<file path="src/rtl/seq_evt_pkg.sv">
// rtl/seq_evt_pkg.sv - default sizing constants shared by the event logger files
package seq_evt_pkg;

  localparam int DEF_DEPTH     = 8;
  localparam int DEF_TS_W      = 16;
  localparam int DEF_CNT_W     = 16;
  localparam int DEF_IRQ_LEVEL = 4;

  // One extra pointer bit distinguishes full from empty when the index bits match.
  localparam int DEF_PTR_W     = $clog2(DEF_DEPTH) + 1;

endpackage

</file>
<file path="src/rtl/seq_evt_logger_if.sv">
// rtl/seq_evt_logger_if.sv - valid/ready read port carrying logged timestamps
interface seq_evt_logger_if
  import seq_evt_pkg::*;
#(
  parameter int TS_W = DEF_TS_W
);

  logic            rd_valid;
  logic            rd_ready;
  logic [TS_W-1:0] rd_data;

  // The logger drives the head entry; the host or debug bus accepts it.
  modport master (output rd_valid, output rd_data, input rd_ready);
  modport slave  (input rd_valid, input rd_data, output rd_ready);

endinterface

</file>
<file path="src/rtl/seq_evt_fifo.sv">
// rtl/seq_evt_fifo.sv - generic synchronous show-ahead FIFO with occupancy output
module seq_evt_fifo
  import seq_evt_pkg::*;
#(
  parameter int DEPTH = DEF_DEPTH,
  parameter int W     = DEF_TS_W
) (
  input  logic                   clk,
  input  logic                   reset,
  input  logic                   clear,
  input  logic                   push,
  input  logic                   pop,
  input  logic [W-1:0]           wdata,
  output logic [W-1:0]           rdata,
  output logic                   empty,
  output logic                   full,
  output logic [$clog2(DEPTH):0] level
);

  localparam int AW = $clog2(DEPTH);

  if (DEPTH < 2 || (DEPTH & (DEPTH - 1)) != 0) begin : g_bad_depth
    $error("seq_evt_fifo: DEPTH must be a power of 2 and at least 2");
  end

  logic [AW:0]  wr_ptr;
  logic [AW:0]  rd_ptr;
  logic [W-1:0] mem [DEPTH];
  logic         do_push;
  logic         do_pop;

  // Flag decode from the pointers; a full FIFO may still take a push if it pops too.
  always_comb begin
    empty   = (wr_ptr == rd_ptr);
    full    = (wr_ptr[AW] != rd_ptr[AW]) && (wr_ptr[AW-1:0] == rd_ptr[AW-1:0]);
    level   = wr_ptr - rd_ptr;
    do_pop  = pop && !empty;
    do_push = push && (!full || do_pop);
    rdata   = mem[rd_ptr[AW-1:0]];
  end

  // Pointer update; clear wins over any push or pop in the same cycle.
  always_ff @(posedge clk or posedge reset) begin
    if (reset) begin
      wr_ptr <= '0;
      rd_ptr <= '0;
    end else if (clear) begin
      wr_ptr <= '0;
      rd_ptr <= '0;
    end else begin
      if (do_push) wr_ptr <= wr_ptr + 1'b1;
      if (do_pop)  rd_ptr <= rd_ptr + 1'b1;
    end
  end

  // Storage is zeroed on reset so the head reads 0 until the first push lands.
  always_ff @(posedge clk or posedge reset) begin
    if (reset) begin
      for (int i = 0; i < DEPTH; i++) mem[i] <= '0;
    end else if (do_push && !clear) begin
      mem[wr_ptr[AW-1:0]] <= wdata;
    end
  end

endmodule

</file>
<file path="src/rtl/seq_evt_logger.sv">
// rtl/seq_evt_logger.sv - timestamps detector match pulses into a readable FIFO (optional irq: SEQ_EVT_IRQ_EN)
module seq_evt_logger
  import seq_evt_pkg::*;
#(
  parameter int DEPTH     = DEF_DEPTH,
  parameter int TS_W      = DEF_TS_W,
  parameter int CNT_W     = DEF_CNT_W,
  parameter int IRQ_LEVEL = DEF_IRQ_LEVEL
) (
  input  logic                   clk,
  input  logic                   reset,
  input  logic                   det_pulse,
  input  logic                   clear,
  seq_evt_logger_if.master       rd,
  output logic [$clog2(DEPTH):0] level,
  output logic [CNT_W-1:0]       match_cnt,
  output logic                   overflow,
  output logic                   irq
);

  localparam int LW = $clog2(DEPTH) + 1;

  if (IRQ_LEVEL < 1 || IRQ_LEVEL > DEPTH) begin : g_bad_irq_level
    $error("seq_evt_logger: IRQ_LEVEL must lie in 1..DEPTH");
  end

  logic [TS_W-1:0] ts;
  logic            empty;
  logic            full;
  logic            rd_fire;
  logic            push;
  logic            pop;
  logic            drop;

  assign rd.rd_valid = !empty;

  // Accept logic: a pulse is stored unless the FIFO is full with no pop this cycle.
  always_comb begin
    rd_fire = rd.rd_valid && rd.rd_ready;
    push    = 1'b0;
    pop     = 1'b0;
    drop    = 1'b0;
    if (!clear) begin
      pop  = rd_fire;
      push = det_pulse && (!full || rd_fire);
      drop = det_pulse && full && !rd_fire;
    end
  end

  seq_evt_fifo #(
    .DEPTH (DEPTH),
    .W     (TS_W)
  ) u_fifo (
    .clk   (clk),
    .reset (reset),
    .clear (clear),
    .push  (push),
    .pop   (pop),
    .wdata (ts),
    .rdata (rd.rd_data),
    .empty (empty),
    .full  (full),
    .level (level)
  );

  // Free-running cycle timestamp, wrapping naturally at its width.
  always_ff @(posedge clk or posedge reset) begin
    if (reset)      ts <= '0;
    else if (clear) ts <= '0;
    else            ts <= ts + 1'b1;
  end

  // Total matches, dropped ones included; holds at all-ones instead of wrapping.
  always_ff @(posedge clk or posedge reset) begin
    if (reset)                                           match_cnt <= '0;
    else if (clear)                                      match_cnt <= '0;
    else if (det_pulse && (match_cnt != {CNT_W{1'b1}})) match_cnt <= match_cnt + 1'b1;
  end

  // Sticky record that at least one match was lost to a full FIFO.
  always_ff @(posedge clk or posedge reset) begin
    if (reset)      overflow <= 1'b0;
    else if (clear) overflow <= 1'b0;
    else if (drop)  overflow <= 1'b1;
  end

`ifdef SEQ_EVT_IRQ_EN
  logic [LW-1:0] level_nxt;
  logic          overflow_nxt;

  // Predict the post-edge level and overflow so irq changes on the same edge as level.
  always_comb begin
    level_nxt    = level + LW'(push) - LW'(pop);
    overflow_nxt = overflow || drop;
    if (clear) begin
      level_nxt    = '0;
      overflow_nxt = 1'b0;
    end
  end

  // Level interrupt, also held while a drop is outstanding.
  always_ff @(posedge clk or posedge reset) begin
    if (reset) irq <= 1'b0;
    else       irq <= (int'(level_nxt) >= IRQ_LEVEL) || overflow_nxt;
  end
`else
  assign irq = 1'b0;
`endif

endmodule

</file>
<file path="src/flat_wrapper.sv">
// flat-port wrapper written by rule: the top's interface ports become plain ports
module seq_evt_logger_flat import seq_evt_pkg::*;
#(
  parameter int DEPTH     = DEF_DEPTH,
  parameter int TS_W      = DEF_TS_W,
  parameter int CNT_W     = DEF_CNT_W,
  parameter int IRQ_LEVEL = DEF_IRQ_LEVEL
)
  (clk, reset, det_pulse, clear, level, match_cnt, overflow, irq, rd_rd_valid, rd_rd_data, rd_rd_ready);
  seq_evt_logger_if #(.TS_W(TS_W)) rd_i ();
  input  logic clk;
  input  logic reset;
  input  logic det_pulse;
  input  logic clear;
  output logic [$clog2(DEPTH):0] level;
  output logic [CNT_W-1:0] match_cnt;
  output logic overflow;
  output logic irq;
  output wire logic [$bits(rd_i.rd_valid)-1:0] rd_rd_valid;
  output wire logic [$bits(rd_i.rd_data)-1:0] rd_rd_data;
  input wire logic [$bits(rd_i.rd_ready)-1:0] rd_rd_ready;
  assign rd_rd_valid = rd_i.rd_valid;
  assign rd_rd_data = rd_i.rd_data;
  assign rd_i.rd_ready = rd_rd_ready;
  seq_evt_logger #(.DEPTH(DEPTH), .TS_W(TS_W), .CNT_W(CNT_W), .IRQ_LEVEL(IRQ_LEVEL)) u_core (.clk(clk), .reset(reset), .det_pulse(det_pulse), .clear(clear), .rd(rd_i), .level(level), .match_cnt(match_cnt), .overflow(overflow), .irq(irq));
endmodule
</file>
<file path="config.mk">
export PLATFORM = sky130hd
export DESIGN_NAME = seq_evt_logger_flat
export DESIGN_NICKNAME = d
export VERILOG_FILES = /design/src/rtl/seq_evt_pkg.sv /design/src/rtl/seq_evt_logger_if.sv /design/src/rtl/seq_evt_fifo.sv /design/src/rtl/seq_evt_logger.sv /design/src/flat_wrapper.sv
export SDC_FILE = /design/constraint.sdc
export NUM_CORES = 1
export LEC_CHECK = 0
export BUFFER_PORTS_ARGS = -buffer_cell sky130_fd_sc_hd__buf_2
export CELL_PAD_IN_SITES_DETAIL_PLACEMENT = 0
export CELL_PAD_IN_SITES_GLOBAL_PLACEMENT = 2
export CORE_MARGIN = 3
export CORE_UTILIZATION = 44
export CTS_CLUSTER_SIZE = 8
export DETAILED_ROUTE_END_ITERATION = 8
export GPL_ROUTABILITY_DRIVEN = 0
export PLACE_DENSITY_LB_ADDON = 0.1
export REMOVE_ABC_BUFFERS = 1
export SLEW_MARGIN = 15
export SYNTH_ARGS = -nofsm -noshare
export SYNTH_HDL_FRONTEND = slang
export SYNTH_SLANG_ARGS = --single-unit
</file>
<file path="constraint.sdc">
create_clock -name clk -period 12.2 [get_ports clk]
set_input_delay 1.22 -clock clk [delete_from_list [all_inputs] [get_ports clk]]
set_output_delay 1.22 -clock clk [all_outputs]
set_load 0.02 [all_outputs]
</file>
Word-level counts from Yosys, hierarchy flattened

Index checks and enable logic that the tools add are counted.

RAM bits: 0
Memories kept: 0
Input bits: 5
Bits in latches: 0
Register bits: 169
Memory bits (read-only): 0

$add $sub $neg: 5
Bitwise operators: 2
Divide/modulo/power cells: 0
Multiplexer cells: 18
Shift operators: 0
$mul: 0
Magnitude comparators: 3
Equality and inequality tests: 4
Reduce and logical (&&, ||, !) cells: 20

Operator list:

| cell                                                                         | number |
|---|---|
| 128-bit bitwise mux                                                          | 1 |
| 16-bit 2-to-1 mux                                                            | 6 |
| 16-bit binary-select mux with 3-bit select                                   | 1 |
| 16-bit demux with 3-bit select                                               | 1 |
| 16-bit by 1-bit adder with 16-bit output, second input constant              | 2 |
| 4-bit 2-to-1 mux                                                             | 4 |
| 16-bit inequality test, second input constant                                | 1 |
| 1-bit logical AND                                                            | 10 |
| 4-bit by 1-bit adder with 4-bit output, second input constant                | 2 |
| 4-bit greater-or-equal comparator, second input constant                     | 2 |
| 3-bit inverter with 4-bit output                                             | 2 |
| 2-bit nonzero test                                                           | 4 |
| 1-bit 2-to-1 mux                                                             | 5 |
| 4-bit equality test                                                          | 1 |
| 1-bit logical NOT                                                            | 4 |
| 4-bit by 1-bit less-than comparator with 1-bit output, second input constant | 1 |
| 4-bit subtractor                                                             | 1 |
| 3-bit equality test                                                          | 1 |
| 1-bit logical OR                                                             | 2 |
| 1-bit inequality test                                                        | 1 |

Depth between registers and ports, before layout

Gate-level depths: netlist of run 1.

Word-level depth: 9
Mapped depth: 9
Mapped depth without buffers: 6

Modules after synthesis

From an unflattened synthesis of run 1, not the netlist that was laid out.

Cells, all modules: 616
Area total of the unflattened synthesis: 8434.3 um2

Modules (own cells, without submodules):

| module         | area each (um2) | instances | cells an instance |
|---|---|---|---|
| seq_evt_fifo   | 6648.9          | 1         | 426 |
| seq_evt_logger | 1785.5          | 1         | 190 |

Worst setup path before layout of run 1

OpenSTA, ideal clock, no wires.

Path type: reg2out
From: reg u_core.u_fifo.rd_ptr[1]
To: out level[3]
Path buffers: 2
Stages on the path, launching flop included: 8
Slack: 9068 ps
Arrival time: 1912 ps
Cells stage by stage: dfrtp_1 -> clkbuf_1 -> clkbuf_1 -> inv_1 -> ha_1 -> a21o_1 -> a21oi_1 -> xnor2_1

Cells in the longest elaborated chain, start to end: 1

RTL lines:

| item                   | RTL line           | text |
|---|---|---|
| start, declared        | seq_evt_fifo.sv:27 | `logic [AW:0] rd_ptr;` |
| start signal, assigned | seq_evt_fifo.sv:52 | `if (do_pop) rd_ptr <= rd_ptr + 1'b1;` |
| 4-bit subtractor       | seq_evt_fifo.sv:36 | `level = wr_ptr - rd_ptr;` |
| end, declared          | flat_wrapper.sv:15 | `output logic [$clog2(DEPTH):0] level;` |

Every way passes these cells.

Final worst setup path of run 1

From: reg u_core.u_fifo.rd_ptr[0]
To: out rd_rd_data[15]

Cells in the longest elaborated chain, start to end: 4

RTL lines:

| item                                                   | RTL line           | text |
|---|---|---|
| 3-bit inverter with 4-bit output (implied by the code) | seq_evt_fifo.sv:39 | `rdata = mem[rd_ptr[AW-1:0]];` |
| 16-bit binary-select mux with 3-bit select             | seq_evt_fifo.sv:39 |  |
| 16-bit 2-to-1 mux (implied by the code) (2 in series)  | seq_evt_fifo.sv:39 |  |
| end, declared                                          | flat_wrapper.sv:20 | `output wire logic [$bits(rd_i.rd_data)-1:0] rd_rd_data;` |

Every way passes these cells. The select of a mux whose other input is x is not followed.

==> results of run 1 <==
-- cell type report --
| class | count | area (µm²) | share of cell area [%] |
|---|---|---|---|
| Clock buffer | 19 | 442.9 | 4.957 |
| Multi-Input combinational cell | 390 | 3568 | 39.93 |
| Clock inverter | 13 | 100.1 | 1.120 |
| Tap cell | 225 | 281.5 | 3.150 |
| Sequential cell | 169 | 4230 | 47.34 |
| Timing Repair Buffer | 49 | 262.8 | 2.940 |
| Inverter | 12 | 50.05 | 0.5601 |
-- final timing paths --
kind                                                     start                                end  slack, ns
max                        u_core.u_fifo.rd_ptr[0]$_DFFE_PP0P_                     rd_rd_data[15]       8.64
min                          u_core.u_fifo.mem[14]$_DFFE_PP0P_  u_core.u_fifo.mem[14]$_DFFE_PP0P_       0.49
max reg2reg                u_core.u_fifo.rd_ptr[2]$_DFFE_PP0P_  u_core.u_fifo.mem[46]$_DFFE_PP0P_       9.26
min reg2reg                  u_core.u_fifo.mem[14]$_DFFE_PP0P_  u_core.u_fifo.mem[14]$_DFFE_PP0P_       0.49
max in group asynchronous                                reset  u_core.u_fifo.mem[34]$_DFFE_PP0P_       9.68
min in group asynchronous                                reset   u_core.u_fifo.mem[0]$_DFFE_PP0P_       0.98
-- worst max-delay path: stages (launching register included) --
cell and delay, ns:
dfrtp_2 0.41, buf_4 0.58, mux4_2 0.59, nand2_1 0.10, nand2_1 0.06, buf_2 0.15
-- flip-flops by register name, indices dropped and copies added (netlist names) --
| register | cells |
|---|---|
| u_core.match_cnt | 16 |
| u_core.u_fifo.mem | 128 |
| u_core.ts | 16 |
| u_core.u_fifo.wr_ptr | 4 |
| u_core.u_fifo.rd_ptr | 4 |
| u_core.overflow | 1 |
-- metal layers --
metal | vias up | wire (µm) | track usage, %
met5 | - | 0 | 0
met4 | 0 | 159 | 4.444
met3 | 10 | 577 | 3.910
met2 | 57 | 8662 | 30.85
met1 | 2594 | 7977 | 24.78
li1 | 2262 | - | -
-- power by group --
group / switching [W] / internal (W)
clock network: 0.000229 / 0.000266
logic: 0.0000828 / 0.0000551
registers: 0.0000108 / 0.000573
total: 0.000323 / 0.000894
-- layout by cell type, fill, tap and decap left out, types with 9 or more instances in the layout --
master     count
dfrtp_1      168
mux2_2       131
nand2_1       58
buf_2         42
mux4_2        32
nor2_1        24
a21oi_1       18
clkbuf_16     17
xor2_1        11
nand3_1       11
o21ai_0       10
inv_1         10
o31ai_1        9
-- stage by stage --
step                      util (%)  power (W)  setup slack (ns)  instance area [µm²]  instances
final                        50.61   0.001217             8.640                 8936        877
after global routing         50.61   0.001275             8.473                 8936        877
after CTS                    50.61   0.001236             8.556                 8936        877
after detailed placement     47.53  0.0007357             8.839                 8393        845
after global placement       47.53  0.0007338             8.897                 8393        845
after floorplan                  -  0.0006932             6.405                 7843        571
-- cell families after synthesis --
family,after synthesis,synth area share [%]
mux,165,27.43
simple gates,152,9.743
compound gates,45,3.563
flops,169,52.35
other cells,1,0.04642
buf+inv,60,3.470
fa+ha+maj,8,1.332
xor+xnor,19,2.060
==> flow_metrics.env, run 1 <==
export IMPL_grt_total_usage_pct=18.42
export IMPL_criticalPathCategory="flip-flop to output pin"
export IMPL_vias=4923
export IMPL_drt_total_wl_um=17380
export IMPL_clk_pin_slew_ns=0.07
export IMPL_hpwl_um=10380
export IMPL_setup_viol=0
export IMPL_p_leak_nw=4.334
export IMPL_crit_fanout=33
export IMPL_syn_inst=619
export IMPL_finClkSkew_ns=0.01078
export IMPL_core_area_mm2=0.01766
export IMPL_clkLatencyLatePin_ns=0.43
export IMPL_final_hold_violation_count=0
export IMPL_drc=0
export IMPL_cap_violations=0
export IMPL_start_kind="flip-flop"
export IMPL_worst_pin_slew_ns=0.9955
export IMPL_htreeDepth=4
export IMPL_clockBufferDepth=2
export IMPL_grt_overflow_total=0
export IMPL_synthDistinctLibCells=45
export IMPL_grt_pass1_wl_um=28520
export IMPL_synth_edff_count=0
export IMPL_powerDensity_mw_per_mm2=136.2
export IMPL_final_min_clock_period_ns=3.560
export IMPL_boundaryPins=44
export IMPL_cp_required_ns=10.98
export IMPL_outcome="finished, final reports clean"
export IMPL_port_buffers=42
export IMPL_drive_above_1_share_pct=39.11
export IMPL_viasPerCell=5.613
export IMPL_synth_seq_cells=169
export IMPL_die_area_mm2=0.02002
export IMPL_end_kind="output pin"
export IMPL_rsz0062_at_grt="false"
export IMPL_final_antenna_net_count=0
export IMPL_rr_worst_depth=7
export IMPL_cts_hold_buf=0
export IMPL_nFillCells=1574
export IMPL_slew_viol_final=0
export IMPL_initialDrtViolationCount=166
export IMPL_die_h_um=141.5
export IMPL_hold_class="flip-flop to flip-flop"
export IMPL_avgSynthCellArea_um2=13.05
export IMPL_tritoncts="yes"
export IMPL_synthTopCellsByCount="169 x dfrtp_1, 131 x mux2_2, 58 x nand2_1, 32 x mux4_2, 27 x clkbuf_1"
export IMPL_yosys_area_top_type="dfrtp_1"
export IMPL_holdWs_ns=0.4920
export IMPL_netlist_area_leader_share_pct=52.35
export IMPL_hold_depth=2
export IMPL_rows=48
export IMPL_die_w_um=141.5
export IMPL_netlist_top_cells_area="dfrtp_1 52%, mux2_2 18%, mux4_2 8.9%"
export IMPL_finish_net_count=652
export IMPL_postCtsSetupBuffers=0
export IMPL_wl_per_cell_um=19.81
export IMPL_yosysWarnings=0
export IMPL_drt_first_pass_iters=4
export IMPL_num_antenna_cells=0
export IMPL_area_growth_pct=10.63
export IMPL_ir_worst_vdd_mv=0.08795
export IMPL_max_freq_mhz=280.9
export IMPL_cts_inserted_buffers=17
export IMPL_slew_headroom_pct=33.63
export IMPL_cts_root_buf="clkbuf_16"
export IMPL_synth_most_common_cell="dfrtp_1"
export IMPL_start_util_pct=45.75
export IMPL_syn_area_mm2=0.008078
export IMPL_fin_tns_setup_ns=0
export IMPL_finalCritPeriodShare_pct=29.18
export IMPL_grt_antenna_before_repair=0
export IMPL_async_reset_ff_share_pct=100.0
export IMPL_seq_area_frac_synth_pct=52.35
export IMPL_grt_max_degree=94
export IMPL_arrival_ns=2.34
export IMPL_cts_sinks=169
export IMPL_cts_resized_gates=0
export IMPL_grt_pass1_vias=5191
export IMPL_yosys_most_used_dff="dfrtp_1"
Note: power is estimated with default switching activity, not from simulation.
==> run 2: changes to the inputs <==
- ABC_AREA: default -> 1
- CORE_UTILIZATION: 44 -> 37
- clock period: 12.2 -> 3.71 ns (I/O delays scaled with it)
==> flow_metrics.env, run 2 <==
export IMPL_drive_above_1_share_pct=10.36
export IMPL_synth_edff_count=0
export IMPL_cts_root_buf="clkbuf_16"
export IMPL_grt_overflow_total=0
export IMPL_ir_worst_vdd_mv=0.2499
export IMPL_cts_resized_gates=0
export IMPL_synth_area_mux_share_pct=0
export IMPL_die_area_mm2=0.02374
export IMPL_cp_required_ns=3.34
export IMPL_yosys_area_top_type="dfrtp_1"
export IMPL_finish_net_count=1004
export IMPL_clockPowerShare_pct=37.8
export IMPL_largest_register_ff_count=128
export IMPL_worst_pin_slew_ns=0.7975
export IMPL_yosysWarnings=0
export IMPL_viasPerCell=5.101
export IMPL_grt_pass1_vias=6653
export IMPL_die_h_um=154.1
export IMPL_cts_sinks=169
export IMPL_finalCritPeriodShare_pct=81.37
export IMPL_swShare_pct=33.50
export IMPL_async_reset_ff_share_pct=100.0
export IMPL_fin_util_pct=42.98
export IMPL_p_leak_nw=4.104
export IMPL_boundaryPins=44
export IMPL_holdWs_ns=0.02735
export IMPL_path_cells="inv_2, buf_4, o21ai_0, o22ai_1, nand2_1, nand2_1, buf_2"
export IMPL_postCtsSetupBuffers=0
export IMPL_setup_viol=0
export IMPL_final_antenna_net_count=0
export IMPL_yosys_most_used_dff="dfrtp_1"
export IMPL_finalPower_w=0.005574
export IMPL_area_growth_pct=12.75
export IMPL_synthDistinctLibCells=35
export IMPL_grt_antenna_before_repair=0
export IMPL_clk_pin_slew_ns=0.07
export IMPL_cap_violations=0
export IMPL_slew_viol_final=0
export IMPL_top_register="u_core.u_fifo.mem"
export IMPL_avgSynthCellArea_um2=8.305
export IMPL_final_hold_violation_count=0
export IMPL_hold_class="input pin to asynchronous set/reset pin"
export IMPL_grt_total_usage_pct=19.63
export IMPL_synthTopCellsByCount="258 x nand2_1, 169 x dfrtp_1, 135 x o21ai_1, 110 x nor2_1, 74 x o21ai_0"
export IMPL_core_area_mm2=0.02129
export IMPL_syn_area_mm2=0.008114
export IMPL_synth_seq_cells=169
export IMPL_start_kind="flip-flop"
export IMPL_synth_compound_area_share_pct=16.22
export IMPL_wl_per_cell_um=17.17
export IMPL_clockBufferDepth=2
export IMPL_synth_simple_gate_area_share_pct=23.13
export IMPL_rows=53
export IMPL_cts_inserted_buffers=17
export IMPL_grt_max_degree=71
export IMPL_slowest_stage="inv_2"
export IMPL_syn_inst=977
export IMPL_seq_area_frac_synth_pct=52.12
export IMPL_preCtsSetupSlack_ns=1.149
export IMPL_p_switching_w=0.001867
export IMPL_synth_most_common_cell="nand2_1"
export IMPL_cp_common_cell="nand2_1"
export IMPL_final_common_cell="nand2_1"
export IMPL_tritoncts="yes"
export IMPL_start_util_pct=38.12
export IMPL_nFillCells=2199
export IMPL_powerDensity_mw_per_mm2=609.3
export IMPL_max_stage_delay_ns=0.63
export IMPL_drc=0
export IMPL_slew_headroom_pct=46.75
export IMPL_initialDrtViolationCount=333
export IMPL_drt_first_pass_iters=5
export IMPL_criticalPathCategory="flip-flop to output pin"
export IMPL_vias=6524
export IMPL_dpl_cell_area_mm2=0.008457
export IMPL_netlist_area_leader_share_pct=52.12
export IMPL_fin_ws_ns=0.6911
export IMPL_crit_fanout=43
export IMPL_die_w_um=154.1
export IMPL_drt_total_wl_um=21960
export IMPL_pwr_share_comb_pct=27.0
export IMPL_max_freq_mhz=331.3
export IMPL_rsz0062_at_grt="false"
export IMPL_port_buffers=42
export IMPL_seq_area_mm2=0.004230
export IMPL_p_seq_share_pct=35.2
export IMPL_finClkSkew_ns=0.01068
export IMPL_p_int_w=0.003707
export IMPL_netlist_top_cells_area="dfrtp_1 52%, nand2_1 12%, o21ai_1 8.3%"
export IMPL_arrival_ns=2.65
export IMPL_final_min_clock_period_ns=3.019
export IMPL_outcome="finished, final reports clean"
export IMPL_clkLatencyLatePin_ns=0.43
export IMPL_synth_top_family_by_area="simple AND/OR/NAND/NOR gates"
export IMPL_final_cell_mix="258 x nand2_1, 168 x dfrtp_1, 135 x o21ai_1"
export IMPL_num_antenna_cells=0
export IMPL_synthXorXnorAreaFrac_pct=1.496
export IMPL_cts_hold_buf=0
export IMPL_hpwl_um=12800
export IMPL_design_area_mm2=0.009149
export IMPL_synth_adder_area_share_pct=1.326
export IMPL_grt_pass1_wl_um=37070
export IMPL_htreeDepth=4
export IMPL_multiInputGateArea_mm2=0.003426
export IMPL_top_regs="u_core.u_fifo.mem: 128 flops, u_core.match_cnt: 16 flops, u_core.ts: 16 flops"
export IMPL_end_kind="output pin"
## run 2: cell count changes after synthesis, moves of 25 or more
cell	previous run	this run
nand2_1	58	258
o21ai_1	0	135
mux2_2	131	0
nor2_1	24	110
o21ai_0	10	74
mux4_2	32	0
o22ai_1	0	32
inv_1	11	36
## run 2: worst paths after layout
path	start	to	slack [ns]	depth (start not counted)
max in group asynchronous	reset	u_core.u_fifo.mem[42]$_DFFE_PP0P_	2.76	3
setup reg to reg	u_core.u_fifo.rd_ptr[0]$_DFFE_PP0P_	u_core.u_fifo.mem[84]$_DFFE_PP0P_	1.18	6
setup / recovery	u_core.u_fifo.rd_ptr[0]$_DFFE_PP0P_	rd_rd_data[13]	0.69	7
hold / removal	reset	u_core.match_cnt[1]$_DFFE_PP0P_	0.03	2
min in group clk	det_pulse	u_core.u_fifo.wr_ptr[2]$_DFFE_PP0P_	0.26	3
hold reg to reg	u_core.u_fifo.mem[99]$_DFFE_PP0P_	u_core.u_fifo.mem[99]$_DFFE_PP0P_	0.48	2
## run 2: area by class of cell
cell class | count | area share [%]
flip-flops and latches | 169 | 46.24
inverters | 41 | 1.737
repair buffers | 52 | 3.255
well taps | 275 | 3.761
clock inverters | 12 | 2.681
clock buffers | 20 | 4.882
multi-input cells | 710 | 37.45
## run 2: cell families after synthesis
logic type / count (synthesis)
buffers and inverters: 98
other: 1
AO/OA/AOI/OAI: 253
flip-flops: 169
AND/OR/NAND/NOR: 435
XOR/XNOR: 13
adder cells (fa/ha/maj): 8
## run 2: stage by stage
| stage | std cells | TNS (ns) |
|---|---|---|
| 2_1_floorplan | 920 | -208.90 |
| 3_3_place_gp | 1247 | 0 |
| 3_5_place_dp | 1247 | 0 |
| 4_1_cts | 1279 | 0 |
| 5_1_grt | 1279 | 0 |
| 6_report | 1279 | 0 |
## run 2: power groups by stage
stage / clock network (W) / logic, W / registers (W)
final: 0.00211 / 0.00151 / 0.00196
after global placement: 0 / 0.00154 / 0.00200
after floorplan: 0 / 0.000919 / 0.00205
after global routing: 0.00223 / 0.00170 / 0.00197
after detailed placement: 0 / 0.00153 / 0.00200
after CTS: 0.00216 / 0.00153 / 0.00196
## run 2: critical path: cells and delay by family, from the launching register on
| family | cells | cell delay, ns |
|---|---|---|
| buffers and inverters | 3 | 1.21 |
| AO/OA/AOI/OAI | 2 | 0.26 |
| flip-flops | 1 | 0.55 |
| AND/OR/NAND/NOR | 2 | 0.16 |
## run 2: per-layer routing
metal | wire [µm] | global-route usage (%)
met1 | 10840 | 27.03
met2 | 10260 | 32.36
met3 | 683 | 3.659
met5 | 0 | 0
met4 | 172 | 4.500
==> run 3: changes to the inputs <==
- CORE_UTILIZATION: 37 -> 34
- clock period: 3.71 -> 2.76 ns (I/O delays scaled with it)
==> flow_metrics.env, run 3 (synthesized netlist as in run 2, its figures left out) <==
export IMPL_die_h_um=160.5
export IMPL_core_area_mm2=0.02305
export IMPL_clockPowerShare_pct=33.1
export IMPL_outcome="finished, final reports clean"
export IMPL_clkLatencyLatePin_ns=0.43
export IMPL_finish_net_count=1012
export IMPL_dpl_cell_area_mm2=0.008557
export IMPL_initialDrtViolationCount=282
export IMPL_drc=0
export IMPL_top_regs="u_core.u_fifo.mem: 128 flops, u_core.match_cnt: 16 flops, u_core.ts: 16 flops"
export IMPL_start_util_pct=35.20
export IMPL_top_register="u_core.u_fifo.mem"
export IMPL_p_leak_nw=4.079
export IMPL_htreeDepth=4
export IMPL_worst_pin_slew_ns=0.7758
export IMPL_slew_headroom_pct=48.28
export IMPL_final_antenna_net_count=0
export IMPL_arrival_ns=2.20
export IMPL_powerDensity_mw_per_mm2=768.4
export IMPL_final_min_clock_period_ns=2.472
export IMPL_num_antenna_cells=0
export IMPL_port_buffers=42
export IMPL_area_growth_pct=12.54
export IMPL_finClkSkew_ns=0.01213
export IMPL_viasPerCell=4.944
export IMPL_grt_max_degree=67
export IMPL_finalCritPeriodShare_pct=89.57
export IMPL_grt_total_usage_pct=17.82
export IMPL_pwr_share_comb_pct=29.7
export IMPL_instances_no_fill=1325
export IMPL_rows=55
export IMPL_final_hold_violation_count=0
export IMPL_setup_viol=0
export IMPL_slew_viol_final=0
export IMPL_boundaryPins=44
export IMPL_rsz0062_at_grt="false"
export IMPL_cp_required_ns=2.48
export IMPL_swShare_pct=36.49
export IMPL_max_freq_mhz=404.5
export IMPL_die_w_um=160.5
export IMPL_holdWs_ns=0.1739
export IMPL_cts_inserted_buffers=17
export IMPL_wl_per_cell_um=16.83
export IMPL_cap_violations=0
export IMPL_grt_antenna_before_repair=0
export IMPL_vias=6551
export IMPL_grt_pass1_wl_um=36550
export IMPL_die_area_mm2=0.02575
export IMPL_cts_root_buf="clkbuf_16"
export IMPL_grt_pass1_vias=6515
export IMPL_placed_cells=1292
export IMPL_design_area_mm2=0.009131
export IMPL_cts_resized_gates=0
export IMPL_final_cell_mix="258 x nand2_1, 168 x dfrtp_1, 135 x o21ai_1"
export IMPL_fin_tns_setup_ns=0
export IMPL_drive_above_1_share_pct=11.07
export IMPL_clk_pin_slew_ns=0.07
export IMPL_grt_overflow_total=0
export IMPL_crit_fanout=66
export IMPL_drt_total_wl_um=22290
export IMPL_drt_first_pass_iters=4
export IMPL_start_kind="flip-flop"
export IMPL_criticalPathCategory="flip-flop to output pin"
export IMPL_cts_sinks=169
export IMPL_tritoncts="yes"
export IMPL_clockBufferDepth=2
export IMPL_hpwl_um=13410
export IMPL_hold_class="input pin to flip-flop"
export IMPL_p_switching_w=0.002560
export IMPL_final_common_cell="nand2_1"
export IMPL_ir_worst_vdd_mv=0.6440
export IMPL_p_int_w=0.004456
export IMPL_end_kind="output pin"
export IMPL_largest_register_ff_count=128
export IMPL_p_seq_share_pct=37.2
==> run 3: changes by cell type in the layout (fill, tap and decap cells not counted), sizes merged <==
cell,before,now
buf,52,59
bufinv,7,1
clkinv,4,8
inv,41,43
clkbuf,20,19
clkinvlp,1,2
dlygate4sd3,0,1
==> run 3: repair_timing <==
action	4_1_cts	5_1_grt
hold buffers	1	0
setup buffers	0	0
endpoints found under the hold margin	60	0
==> run 3: cell type report <==
type | instances | area, µm²
timing repair buffer | 60 | 360.3
sequential | 169 | 4230
clock buffer | 19 | 442.9
tap | 313 | 391.6
inverter | 41 | 158.9
clock inverter | 13 | 121.4
fill | 2459 | 13920
multi-input combinational | 710 | 3426
==> run 3: per-layer routing <==
metal / track usage [%] / wire [µm] / vias to the layer above
met5: 0 / 0 / -
met4: 4.379 / 199 / 0
met3: 2.425 / 550 / 18
met2: 27.88 / 10120 / 88
met1: 26.18 / 11420 / 3134
li1: - / - / 3311
==> run 3: worst paths after layout <==
| check | startpoint | end | slack [ns] | cells past startpoint |
|---|---|---|---|---|
| max in group asynchronous | reset | u_core.u_fifo.mem[25]$_DFFE_PP0P_ | 1.51 | 4 |
| worst min register to register | u_core.u_fifo.mem[107]$_DFFE_PP0P_ | u_core.u_fifo.mem[107]$_DFFE_PP0P_ | 0.49 | 2 |
| worst max-delay path | u_core.u_fifo.rd_ptr[0]$_DFFE_PP0P_ | rd_rd_data[3] | 0.29 | 6 |
| worst max register to register | u_core.u_fifo.wr_ptr[0]$_DFFE_PP0P_ | u_core.u_fifo.mem[90]$_DFFE_PP0P_ | 0.33 | 8 |
| worst min-delay path | det_pulse | u_core.u_fifo.wr_ptr[2]$_DFFE_PP0P_ | 0.17 | 3 |
| min in group asynchronous | reset | u_core.u_fifo.mem[84]$_DFFE_PP0P_ | 0.48 | 3 |
==> run 3: worst max-delay path, stage by stage, from the launching register on <==
cell and delay, ns:
dfrtp_2 0.39, buf_4 0.60, o21ai_0 0.20, o22ai_1 0.18, nand2_1 0.06, nand2_1 0.10, buf_2 0.17
==> run 3: power by group through the flow <==
stage	clock network, W	logic, W	registers (W)
6_report	0.00232	0.00208	0.00261
3_5_place_dp	0	0.00213	0.00266
5_1_grt	0.00249	0.00236	0.00262
3_3_place_gp	0	0.00214	0.00266
4_1_cts	0.00239	0.00214	0.00261
2_1_floorplan	0	0.00124	0.00275
==> run 3: through the flow <==
step           utilization [%]  total power, W  setup slack [ns]
2_1_floorplan                -        0.003987            -2.091
3_3_place_gp             37.12        0.004800            0.3854
3_5_place_dp             37.12        0.004788            0.2782
4_1_cts                  39.61        0.007144            0.2566
5_1_grt                  39.61        0.007472           0.05517
6_report                 39.61        0.007016            0.2879
